<file path="config.mk">
export PLATFORM = sky130hd
export DESIGN_NAME = freq_gate_counter
export DESIGN_NICKNAME = d
export VERILOG_FILES = /design/src/rtl/freq_meter_pkg.sv /design/src/rtl/bin2bcd_seq.sv /design/src/rtl/freq_gate_counter.sv
export SDC_FILE = /design/constraint.sdc
export NUM_CORES = 1
export LEC_CHECK = 0
export ABC_AREA = 1
export CORE_MARGIN = 2
export CORE_UTILIZATION = 50
export DETAILED_ROUTE_END_ITERATION = 8
export HOLD_SLACK_MARGIN = 0.05
export PLACE_DENSITY = 0.86
export SYNTH_ARGS = -nofsm -noshare
export SYNTH_HDL_FRONTEND = slang
export SYNTH_HIERARCHICAL = 1
export SYNTH_SLANG_ARGS = --single-unit
</file>
<file path="constraint.sdc">
create_clock -name sys_clk -period 2.8 [get_ports sys_clk]
set_clock_uncertainty 0.15 [all_clocks]
set_input_delay 0.84 -clock sys_clk [delete_from_list [all_inputs] [get_ports sys_clk]]
set_output_delay 0.84 -clock sys_clk [all_outputs]
set_load 0.01 [all_outputs]
</file>
<file path="src/rtl/freq_meter_pkg.sv">
// Shared types and constants for the gated frequency meter.
// Optional BCD output path is enabled with the FREQ_BCD_OUT_EN macro.
package freq_meter_pkg;

  localparam int DEF_CNT_W      = 27;
  localparam int DEF_BCD_DIGITS = 8;
  localparam int SYNC_STAGES    = 2;

  typedef enum logic [1:0] {
    ST_WAIT  = 2'd0,
    ST_COUNT = 2'd1,
    ST_LATCH = 2'd2,
    ST_CONV  = 2'd3
  } meter_state_t;

  typedef enum logic [1:0] {
    CV_IDLE  = 2'd0,
    CV_SHIFT = 2'd1,
    CV_DONE  = 2'd2
  } conv_state_t;

  // Double-dabble digit correction applied before each left shift.
  function automatic logic [3:0] add3_digit(input logic [3:0] d);
    return (d >= 4'd5) ? (d + 4'd3) : d;
  endfunction

endpackage

</file>
<file path="src/rtl/bin2bcd_seq.sv">
// Sequential shift-add-3 binary to BCD converter: one load cycle, CNT_W shift cycles, one done cycle.
// Used by freq_gate_counter only when FREQ_BCD_OUT_EN is defined.
module bin2bcd_seq
  import freq_meter_pkg::*;
#(
  parameter int CNT_W      = DEF_CNT_W,
  parameter int BCD_DIGITS = DEF_BCD_DIGITS
) (
  input  logic                    sys_clk,
  input  logic                    reset_n,
  input  logic                    start,
  input  logic [CNT_W-1:0]        bin,
  output logic                    busy,
  output logic                    done,
  output logic [4*BCD_DIGITS-1:0] bcd
);

  localparam int BIT_W = $clog2(CNT_W + 1);

  conv_state_t             state_reg, state_next;
  logic [CNT_W-1:0]        shift_reg;
  logic [BIT_W-1:0]        bits_left_reg;
  logic [4*BCD_DIGITS-1:0] bcd_reg;
  logic [4*BCD_DIGITS-1:0] bcd_adj;

  generate
    for (genvar gi = 0; gi < BCD_DIGITS; gi++) begin : g_adj
      assign bcd_adj[gi*4 +: 4] = add3_digit(bcd_reg[gi*4 +: 4]);
    end
  endgenerate

  always_ff @(posedge sys_clk) begin
    if (!reset_n) state_reg <= CV_IDLE;
    else          state_reg <= state_next;
  end

  always_comb begin
    state_next = state_reg;
    case (state_reg)
      CV_IDLE:  if (start) state_next = CV_SHIFT;
      CV_SHIFT: if (bits_left_reg == BIT_W'(1)) state_next = CV_DONE;
      CV_DONE:  state_next = CV_IDLE;
      default:  state_next = CV_IDLE;
    endcase
  end

  always_ff @(posedge sys_clk) begin
    if (!reset_n) begin
      shift_reg     <= '0;
      bits_left_reg <= '0;
      bcd_reg       <= '0;
    end else begin
      case (state_reg)
        CV_IDLE: begin
          if (start) begin
            shift_reg     <= bin;
            bits_left_reg <= BIT_W'(CNT_W);
            bcd_reg       <= '0;
          end
        end
        CV_SHIFT: begin
          bcd_reg       <= {bcd_adj[4*BCD_DIGITS-2:0], shift_reg[CNT_W-1]};
          shift_reg     <= shift_reg << 1;
          bits_left_reg <= bits_left_reg - BIT_W'(1);
        end
        default: ;
      endcase
    end
  end

  always_comb begin
    busy = (state_reg != CV_IDLE);
    done = (state_reg == CV_DONE);
    bcd  = bcd_reg;
  end

endmodule

</file>
<file path="src/rtl/freq_gate_counter.sv">
// Counts synchronized rising edges of sig_in while gate is high and reports the count on gate fall.
// Define FREQ_BCD_OUT_EN to add the sequential BCD conversion of the result on freq_bcd.
module freq_gate_counter
  import freq_meter_pkg::*;
#(
  parameter int CNT_W      = DEF_CNT_W,
  parameter int BCD_DIGITS = DEF_BCD_DIGITS
) (
  input  logic                    sys_clk,
  input  logic                    reset_n,
  input  logic                    sig_in,
  input  logic                    gate,
  output logic [CNT_W-1:0]        freq_value,
  output logic                    freq_ovf,
  output logic [4*BCD_DIGITS-1:0] freq_bcd,
  output logic                    valid
);

  meter_state_t           state_reg, state_next;
  logic [SYNC_STAGES-1:0] sync_reg;
  logic                   sync3_reg;
  logic                   gate_d_reg;
  logic                   gate_low_seen_reg;
  logic [CNT_W-1:0]       count_reg;
  logic                   ovf_int_reg;
  logic [CNT_W-1:0]       freq_value_reg;
  logic                   freq_ovf_reg;
  logic                   sig_rise, gate_rise, gate_fall;
  logic                   latch_sel;

`ifdef FREQ_BCD_OUT_EN
  localparam logic [4*BCD_DIGITS-1:0] ALL_NINES = {BCD_DIGITS{4'h9}};
  logic                    conv_start, conv_busy, conv_done;
  logic [4*BCD_DIGITS-1:0] conv_bcd, bcd_result, freq_bcd_reg;
`endif

  // A rise only counts once gate has been seen low after reset, so a window
  // already open at reset release is never reported.
  assign sig_rise  = sync_reg[SYNC_STAGES-1] & ~sync3_reg;
  assign gate_rise = gate & ~gate_d_reg & gate_low_seen_reg;
  assign gate_fall = ~gate & gate_d_reg;

  always_ff @(posedge sys_clk) begin
    if (!reset_n) begin
      sync_reg          <= '0;
      sync3_reg         <= 1'b0;
      gate_d_reg        <= 1'b0;
      gate_low_seen_reg <= 1'b0;
    end else begin
      sync_reg   <= {sync_reg[SYNC_STAGES-2:0], sig_in};
      sync3_reg  <= sync_reg[SYNC_STAGES-1];
      gate_d_reg <= gate;
      if (!gate) gate_low_seen_reg <= 1'b1;
    end
  end

  always_ff @(posedge sys_clk) begin
    if (!reset_n) state_reg <= ST_WAIT;
    else          state_reg <= state_next;
  end

  always_comb begin
    state_next = state_reg;
    case (state_reg)
      ST_WAIT:  if (gate_rise) state_next = ST_COUNT;
      ST_COUNT: if (gate_fall) state_next = ST_LATCH;
`ifdef FREQ_BCD_OUT_EN
      ST_LATCH: state_next = ST_CONV;
      ST_CONV:  if (conv_done) state_next = ST_WAIT;
`else
      ST_LATCH: state_next = ST_WAIT;
`endif
      default:  state_next = ST_WAIT;
    endcase
  end

  always_comb begin
    valid     = 1'b0;
    latch_sel = 1'b0;
`ifdef FREQ_BCD_OUT_EN
    conv_start = 1'b0;
`endif
    case (state_reg)
      ST_LATCH: begin
        latch_sel = 1'b1;
`ifdef FREQ_BCD_OUT_EN
        conv_start = ~conv_busy;
`else
        valid = 1'b1;
`endif
      end
`ifdef FREQ_BCD_OUT_EN
      ST_CONV: valid = conv_done;
`endif
      default: ;
    endcase
  end

  // Overflow flags an edge that arrived while the counter was already all-ones.
  always_ff @(posedge sys_clk) begin
    if (!reset_n) begin
      count_reg      <= '0;
      ovf_int_reg    <= 1'b0;
      freq_value_reg <= '0;
      freq_ovf_reg   <= 1'b0;
    end else begin
      case (state_reg)
        ST_WAIT: begin
          if (gate_rise) begin
            count_reg   <= '0;
            ovf_int_reg <= 1'b0;
          end
        end
        ST_COUNT: begin
          if (!gate_fall && sig_rise) begin
            if (&count_reg) ovf_int_reg <= 1'b1;
            else            count_reg   <= count_reg + CNT_W'(1);
          end
        end
        ST_LATCH: begin
          freq_value_reg <= count_reg;
          freq_ovf_reg   <= ovf_int_reg;
        end
        default: ;
      endcase
    end
  end

  // The latch cycle presents the fresh count directly so it is stable while valid is high.
  assign freq_value = latch_sel ? count_reg   : freq_value_reg;
  assign freq_ovf   = latch_sel ? ovf_int_reg : freq_ovf_reg;

`ifdef FREQ_BCD_OUT_EN
  bin2bcd_seq #(
    .CNT_W      (CNT_W),
    .BCD_DIGITS (BCD_DIGITS)
  ) u_bin2bcd (
    .sys_clk (sys_clk),
    .reset_n (reset_n),
    .start   (conv_start),
    .bin     (count_reg),
    .busy    (conv_busy),
    .done    (conv_done),
    .bcd     (conv_bcd)
  );

  assign bcd_result = freq_ovf_reg ? ALL_NINES : conv_bcd;

  always_ff @(posedge sys_clk) begin
    if (!reset_n)   freq_bcd_reg <= '0;
    else if (valid) freq_bcd_reg <= bcd_result;
  end

  assign freq_bcd = valid ? bcd_result : freq_bcd_reg;
`else
  assign freq_bcd = '0;
`endif

endmodule

</file>
==> results of run 1 <==
==> cell usage in the layout, fill, tap and decap left out, types with 3 or more instances in the layout <==
cell type and count:
conb_1 32, or2_2 28, dfxtp_1 61, buf_4 7, nand4_1 4, o21ai_4 4
nand3_1 39, buf_12 3, a21oi_1 11, clkdlybuf4s15_1 21, clkbuf_8 10, inv_1 87
nand3b_1 3, nor2_1 86, nor2_4 3, dlygate4sd2_1 5, nand2_1 125, clkdlybuf4s50_1 4
inv_2 4, nand2_2 6, clkinvlp_4 3, o21ai_2 25, o21ai_0 3
==> path summary, 6_finish.rpt <==
| path | start | to | slack, ns | cells past startpoint |
|---|---|---|---|---|
| max reg2reg | count_reg[0] | count_reg[22] | 0.47 | 10 |
| min | sync_reg[0] | sync_reg[1] | 0.28 | 2 |
| max | state_reg[1] | freq_value[11] | 0.02 | 8 |
| min reg2reg | sync_reg[0] | sync_reg[1] | 0.28 | 2 |
==> stage by stage <==
stage	total power, uW	utilization, %	TNS, ns
after floorplan	1100	-	0
after global placement	1110	54.7	0
after detailed placement	1120	54.7	0
after CTS	1870	58.3	0
after global routing	1930	60.8	-0.126
final	1870	60.8	0
==> cells by family after synthesis <==
kind of cell	Yosys count
other	1
AND/OR/NAND/NOR	304
AO/OA/AOI/OAI	48
adder cells (fa/ha/maj)	1
buffers and inverters	140
flip-flops	63
XOR/XNOR	2
==> repair_timing <==
action / 4_1_cts / 5_1_grt
resized for setup: 80 / 48
gates cloned: 1 / 1
endpoints found under the setup margin: 28 / 29
pin swaps: 1 / 1
setup buffers: 2 / 3
==> power breakdown <==
part | leakage (uW) | switching, uW | total (uW) | internal [uW]
registers | 0.000511 | 29.8 | 948 | 918
clock network | 0.0000940 | 340 | 761 | 422
logic | 0.00170 | 109 | 160 | 51.3
total | 0.00230 | 478 | 1870 | 1390
==> cells in the mapped netlist <==
| library cell | n |
|---|---|
| conb_1 | 1 |
| xor2_1 | 2 |
| buf_2 | 2 |
| nand2_4 | 2 |
| a21oi_1 | 11 |
| ha_1 | 1 |
| buf_6 | 1 |
| nand4_4 | 1 |
| nand3b_1 | 3 |
| a21boi_2 | 1 |
| a31oi_1 | 1 |
| nor2_2 | 1 |
| nand3_1 | 39 |
| o21ai_0 | 31 |
| nand4_1 | 4 |
| nor2_4 | 2 |
| o21bai_1 | 1 |
| nand2_1 | 125 |
| and2_1 | 2 |
| nand2_2 | 6 |
| nor3_1 | 1 |
| nor2_8 | 1 |
| nand3_4 | 2 |
| or2_2 | 28 |
| nor2_1 | 87 |
| buf_4 | 35 |
| inv_1 | 89 |
| a21oi_2 | 2 |
| dfxtp_1 | 63 |
| clkbuf_1 | 10 |
| inv_2 | 3 |
| o21ai_2 | 1 |
==> metal layers <==
| metal | up-vias | global-route usage [%] | routed length, um |
|---|---|---|---|
| met5 | - | 0 | 0 |
| met3 | 20 | 2.49 | 497 |
| met1 | 1565 | 28.3 | 3710 |
| met4 | 0 | 9.50 | 226 |
| li1 | 1700 | - | - |
| met2 | 124 | 39.2 | 4430 |
==> final cells by class <==
class | instances | share of cell area, %
timing repair buffer | 44 | 10.5
inverter | 92 | 8.05
tap | 99 | 2.86
sequential | 63 | 29.1
clock inverter | 4 | 1.10
timing repair inverter | 1 | 0.173
multi-input combinational | 387 | 45.0
clock buffer | 10 | 3.17
==> worst reg2reg max path, stage by stage, from the launching register on <==
cell,delay (ns)
dfxtp_1,0.43
ha_1,0.26
nand2_1,0.11
nor2_4,0.17
nand2_4,0.11
nor2_8,0.18
nand4_4,0.25
nand2_2,0.36
nand2_1,0.10
nand3_1,0.09
inv_1,0.04
==> results.sh, run 1 <==
export IMPL_die_w_um=89.1
export IMPL_clk_pin_slew_ns=0.07
export IMPL_synthTopCellsByArea="dfxtp_1, nand2_1, inv_1"
export IMPL_multi_input_area_mm2=0.00195
export IMPL_cp_data_required_time_ns=1.81
export IMPL_io_buffers=32
export IMPL_cts_sinks=63
export IMPL_synth_avg_cell_area_um2=6.48
export IMPL_clk_latency_ns=0.35
export IMPL_cp_cell_sequence="inv_2 > nor2_4 > buf_4 > buf_12 > or2_2 > o21ai_4 > inv_1 > clkdlybuf4s15_1"
export IMPL_cts_tree="built"
export IMPL_netlist_area_leader_share_pct=34.8
export IMPL_grt_max_degree=38
export IMPL_dr_pass1_iters=5
export IMPL_initial_core_util_pct=50.7
export IMPL_pin_count=65
export IMPL_hold_viol_final=0
export IMPL_synth_compound_gate_area_share_pct=7.22
export IMPL_nFillCells=650
export IMPL_vias=3409
export IMPL_end_kind="output pin"
export IMPL_slowest_delay_ns=0.32
export IMPL_netlist_instances=559
export IMPL_max_cap_viol_count=0
export IMPL_die_height_um=89.1
export IMPL_rows=31
export IMPL_setup_viol=0
export IMPL_placed_cells=679
export IMPL_arrival_ns=1.79
export IMPL_cts_inserted_buffers=9
export IMPL_yosys_mux_area_fraction_pct=0
export IMPL_wl_per_cell_um=12.7
export IMPL_dpl_cell_area_mm2=0.00390
export IMPL_grt_pass1_vias=3051
export IMPL_p_per_area_mw_per_mm2=431
export IMPL_first_iter_violations=176
export IMPL_ys_types=32
export IMPL_cpMaxStageDelayCell="dfxtp_2"
export IMPL_gr_total_overflow=0
export IMPL_max_clock_path_buffers=2
export IMPL_fmax_ghz=0.360
export IMPL_critical_path_buf_inv_count=5
export IMPL_final_cells=700
export IMPL_grt_pass1_wl_um=13900
export IMPL_h_tree_depth=3
export IMPL_synth_top_cell_by_area="dfxtp_1"
export IMPL_drtAntennaViolNets=0
export IMPL_setup_slack_ns=0.0240
export IMPL_synth_area_mm2=0.00362
export IMPL_synth_top_family_by_area="simple AND/OR/NAND/NOR gates"
export IMPL_fin_nets=603
export IMPL_cp_top_family="buffers and inverters"
export IMPL_p_leak_uw=0.00230
export IMPL_wl_um=8860
export IMPL_fin_crit_ns=2.78
export IMPL_whs_ns=0.276
export IMPL_outcome="finished clean"
export IMPL_synth_xor_area_share_pct=0.484
export IMPL_synthAdderAreaFrac_pct=0.346
export IMPL_crit_type="flip-flop to output pin"
export IMPL_ys_ff_latch=63
export IMPL_critPathMaxFanout=29
export IMPL_place_ws_ns=0.00277
export IMPL_finalMaxSlewViolations=0
export IMPL_holdBufCountCts=0
export IMPL_synth_simple_area_share_pct=38.6
export IMPL_grt_setup_unrepaired="yes"
export IMPL_area_growth_pct=19.8
export IMPL_min_period_over_period_pct=99.1
export IMPL_dp_hpwl_um=5720
export IMPL_antenna_found_initial=0
export IMPL_grtUsageTotal_pct=22.6
export IMPL_yosysWarnings=6
export IMPL_yosysSeqAreaShare_pct=34.8
export IMPL_vdd_drop_max_v=0.000208
export IMPL_antenna_cells=0
export IMPL_critPathLaunchType="flip-flop"
export IMPL_fin_area_mm2=0.00434
export IMPL_drc_errors=0
export IMPL_place_congestion=0.986
export IMPL_core_mm2=0.00714
export IMPL_seqCellArea_mm2=0.00126
export IMPL_hold_path_class="flip-flop to flip-flop"
export IMPL_die_area_mm2=0.00794
export IMPL_root_buffer="clkbuf_8"
export IMPL_drive_above_1_share_pct=18.6
export IMPL_vias_per_cell=4.87
Note: power is estimated with default switching activity, not from simulation.
==> run 2: changes to the inputs <==
--- a/config.mk
+++ b/config.mk
@@ -11,6 +11,7 @@
 export DETAILED_ROUTE_END_ITERATION = 8
 export HOLD_SLACK_MARGIN = 0.05
 export PLACE_DENSITY = 0.86
+export SKIP_LAST_GASP = 1
 export SYNTH_ARGS = -nofsm -noshare
 export SYNTH_HDL_FRONTEND = slang
 export SYNTH_HIERARCHICAL = 1
==> results.sh, run 2 (synthesis gave the netlist of run 1 again) <==
export IMPL_cp_endpoint="freq_value[8]"
export IMPL_die_w_um=89.1
export IMPL_io_buffers=32
export IMPL_fin_nets=600
export IMPL_vdd_drop_max_v=0.000207
export IMPL_die_height_um=89.1
export IMPL_vias_per_cell=4.75
export IMPL_dpl_cell_area_mm2=0.00390
export IMPL_h_tree_depth=3
export IMPL_fin_crit_ns=2.78
export IMPL_grt_max_degree=38
export IMPL_hold_viol_final=0
export IMPL_wl_per_cell_um=12.1
export IMPL_vias=3310
export IMPL_critPathLaunchType="flip-flop"
export IMPL_cp_data_required_time_ns=1.81
export IMPL_final_cells=697
export IMPL_multi_input_area_mm2=0.00190
export IMPL_grtUsageTotal_pct=22.5
export IMPL_antenna_found_initial=0
export IMPL_cts_tree="built"
export IMPL_antenna_cells=0
export IMPL_first_iter_violations=221
export IMPL_critPathMaxFanout=14
export IMPL_drive_above_1_share_pct=16.6
export IMPL_grt_setup_unrepaired="yes"
export IMPL_seqCellArea_mm2=0.00126
export IMPL_placed_cells=679
export IMPL_fmax_ghz=0.360
export IMPL_r2r_start="count_reg[0]"
export IMPL_min_path_cells=2
export IMPL_hold_path_class="flip-flop to flip-flop"
export IMPL_rows=31
export IMPL_place_ws_ns=0.00277
export IMPL_max_clock_path_buffers=2
export IMPL_clk_latency_ns=0.35
export IMPL_setup_slack_ns=0.0243
export IMPL_clk_pin_slew_ns=0.07
export IMPL_final_cell_mix="nand2_1, inv_1, nor2_1"
export IMPL_grt_pass1_wl_um=13900
export IMPL_reg2reg_depth=10
export IMPL_worstSetupStartpoint="state_reg[1]"
export IMPL_grt_pass1_vias=3046
export IMPL_arrival_ns=1.79
export IMPL_place_congestion=0.986
export IMPL_p_per_area_mw_per_mm2=437
export IMPL_finalPower_uw=1870
export IMPL_pin_count=65
export IMPL_r2r_end="count_reg[22]"
export IMPL_dp_hpwl_um=5720
export IMPL_crit_type="flip-flop to output pin"
export IMPL_min_period_over_period_pct=99.1
export IMPL_fin_area_mm2=0.00427
export IMPL_die_area_mm2=0.00794
export IMPL_outcome="finished clean"
export IMPL_end_kind="output pin"
export IMPL_drc_errors=0
export IMPL_setup_viol=0
export IMPL_whs_ns=0.277
export IMPL_layout_commonest_cell="nand2_1"
export IMPL_max_cap_viol_count=0
export IMPL_core_mm2=0.00714
export IMPL_nFillCells=658
export IMPL_p_leak_uw=0.00253
export IMPL_gr_total_overflow=0
export IMPL_area_growth_pct=17.8
export IMPL_finalMaxSlewViolations=0
export IMPL_wl_um=8430
export IMPL_drtAntennaViolNets=0
export IMPL_regToRegSetupSlack_ns=0.50
export IMPL_cts_inserted_buffers=9
export IMPL_dr_pass1_iters=4
export IMPL_root_buffer="clkbuf_8"
export IMPL_initial_core_util_pct=50.7
export IMPL_cts_sinks=63
[run 2: metrics by stage]
| step | util [%] | TNS (ns) |
|---|---|---|
| 2_1_floorplan | - | 0 |
| 3_3_place_gp | 54.7 | 0 |
| 3_5_place_dp | 54.7 | 0 |
| 4_1_cts | 58.5 | -2.17 |
| 5_1_grt | 59.8 | -0.588 |
| 6_report | 59.8 | 0 |
[run 2: worst min path at each step]
stage | start | end | slack, ns
floorplan | sync_reg[0] | sync_reg[1] | 0.24
global placement | sync_reg[0] | sync_reg[1] | 0.25
detailed placement | sync_reg[0] | sync_reg[1] | 0.27
CTS | sync_reg[0] | sync_reg[1] | 0.28
global route | sync_reg[0] | sync_reg[1] | 0.31
finish | sync_reg[0] | sync_reg[1] | 0.28
[run 2: where the power goes]
part	leakage (uW)	internal, uW	switching, uW
registers	0.000511	918	28.3
clock network	0.0000940	422	340
logic	0.00192	50.4	107
[run 2: worst max-delay path, stage by stage (launching register included)]
cell and delay (ns):
dfxtp_2 0.33, inv_2 0.05, nor2_4 0.19, buf_12 0.14, clkinvlp_4 0.07, buf_8 0.16
o21ai_1 0.16, inv_1 0.05, dlygate4sd2_1 0.28
[run 2: final cells by class]
class	instances	area share, %
Timing Repair inverter	1	0.176
Sequential cell	63	29.6
Multi-Input combinational cell	387	44.5
Timing Repair Buffer	41	10.3
Tap cell	99	2.90
Clock inverter	4	1.11
Inverter	92	8.18
Clock buffer	10	3.23
[run 2: metal layers]
metal	vias to the layer above	part of all wire (%)	global-route usage [%]
li1	1693	-	-
met1	1500	43	28.2
met2	105	49	39.2
met3	12	5.6	2.49
met4	0	1.9	9.50
met5	-	0	0
[run 2: timing repair]
item,4_1_cts,5_1_grt
endpoints found under the setup margin,28,29
gates resized for setup,66,24
hold buffers,0,0
pin swaps,1,1
buffers inserted,2,1
gates cloned,1,0
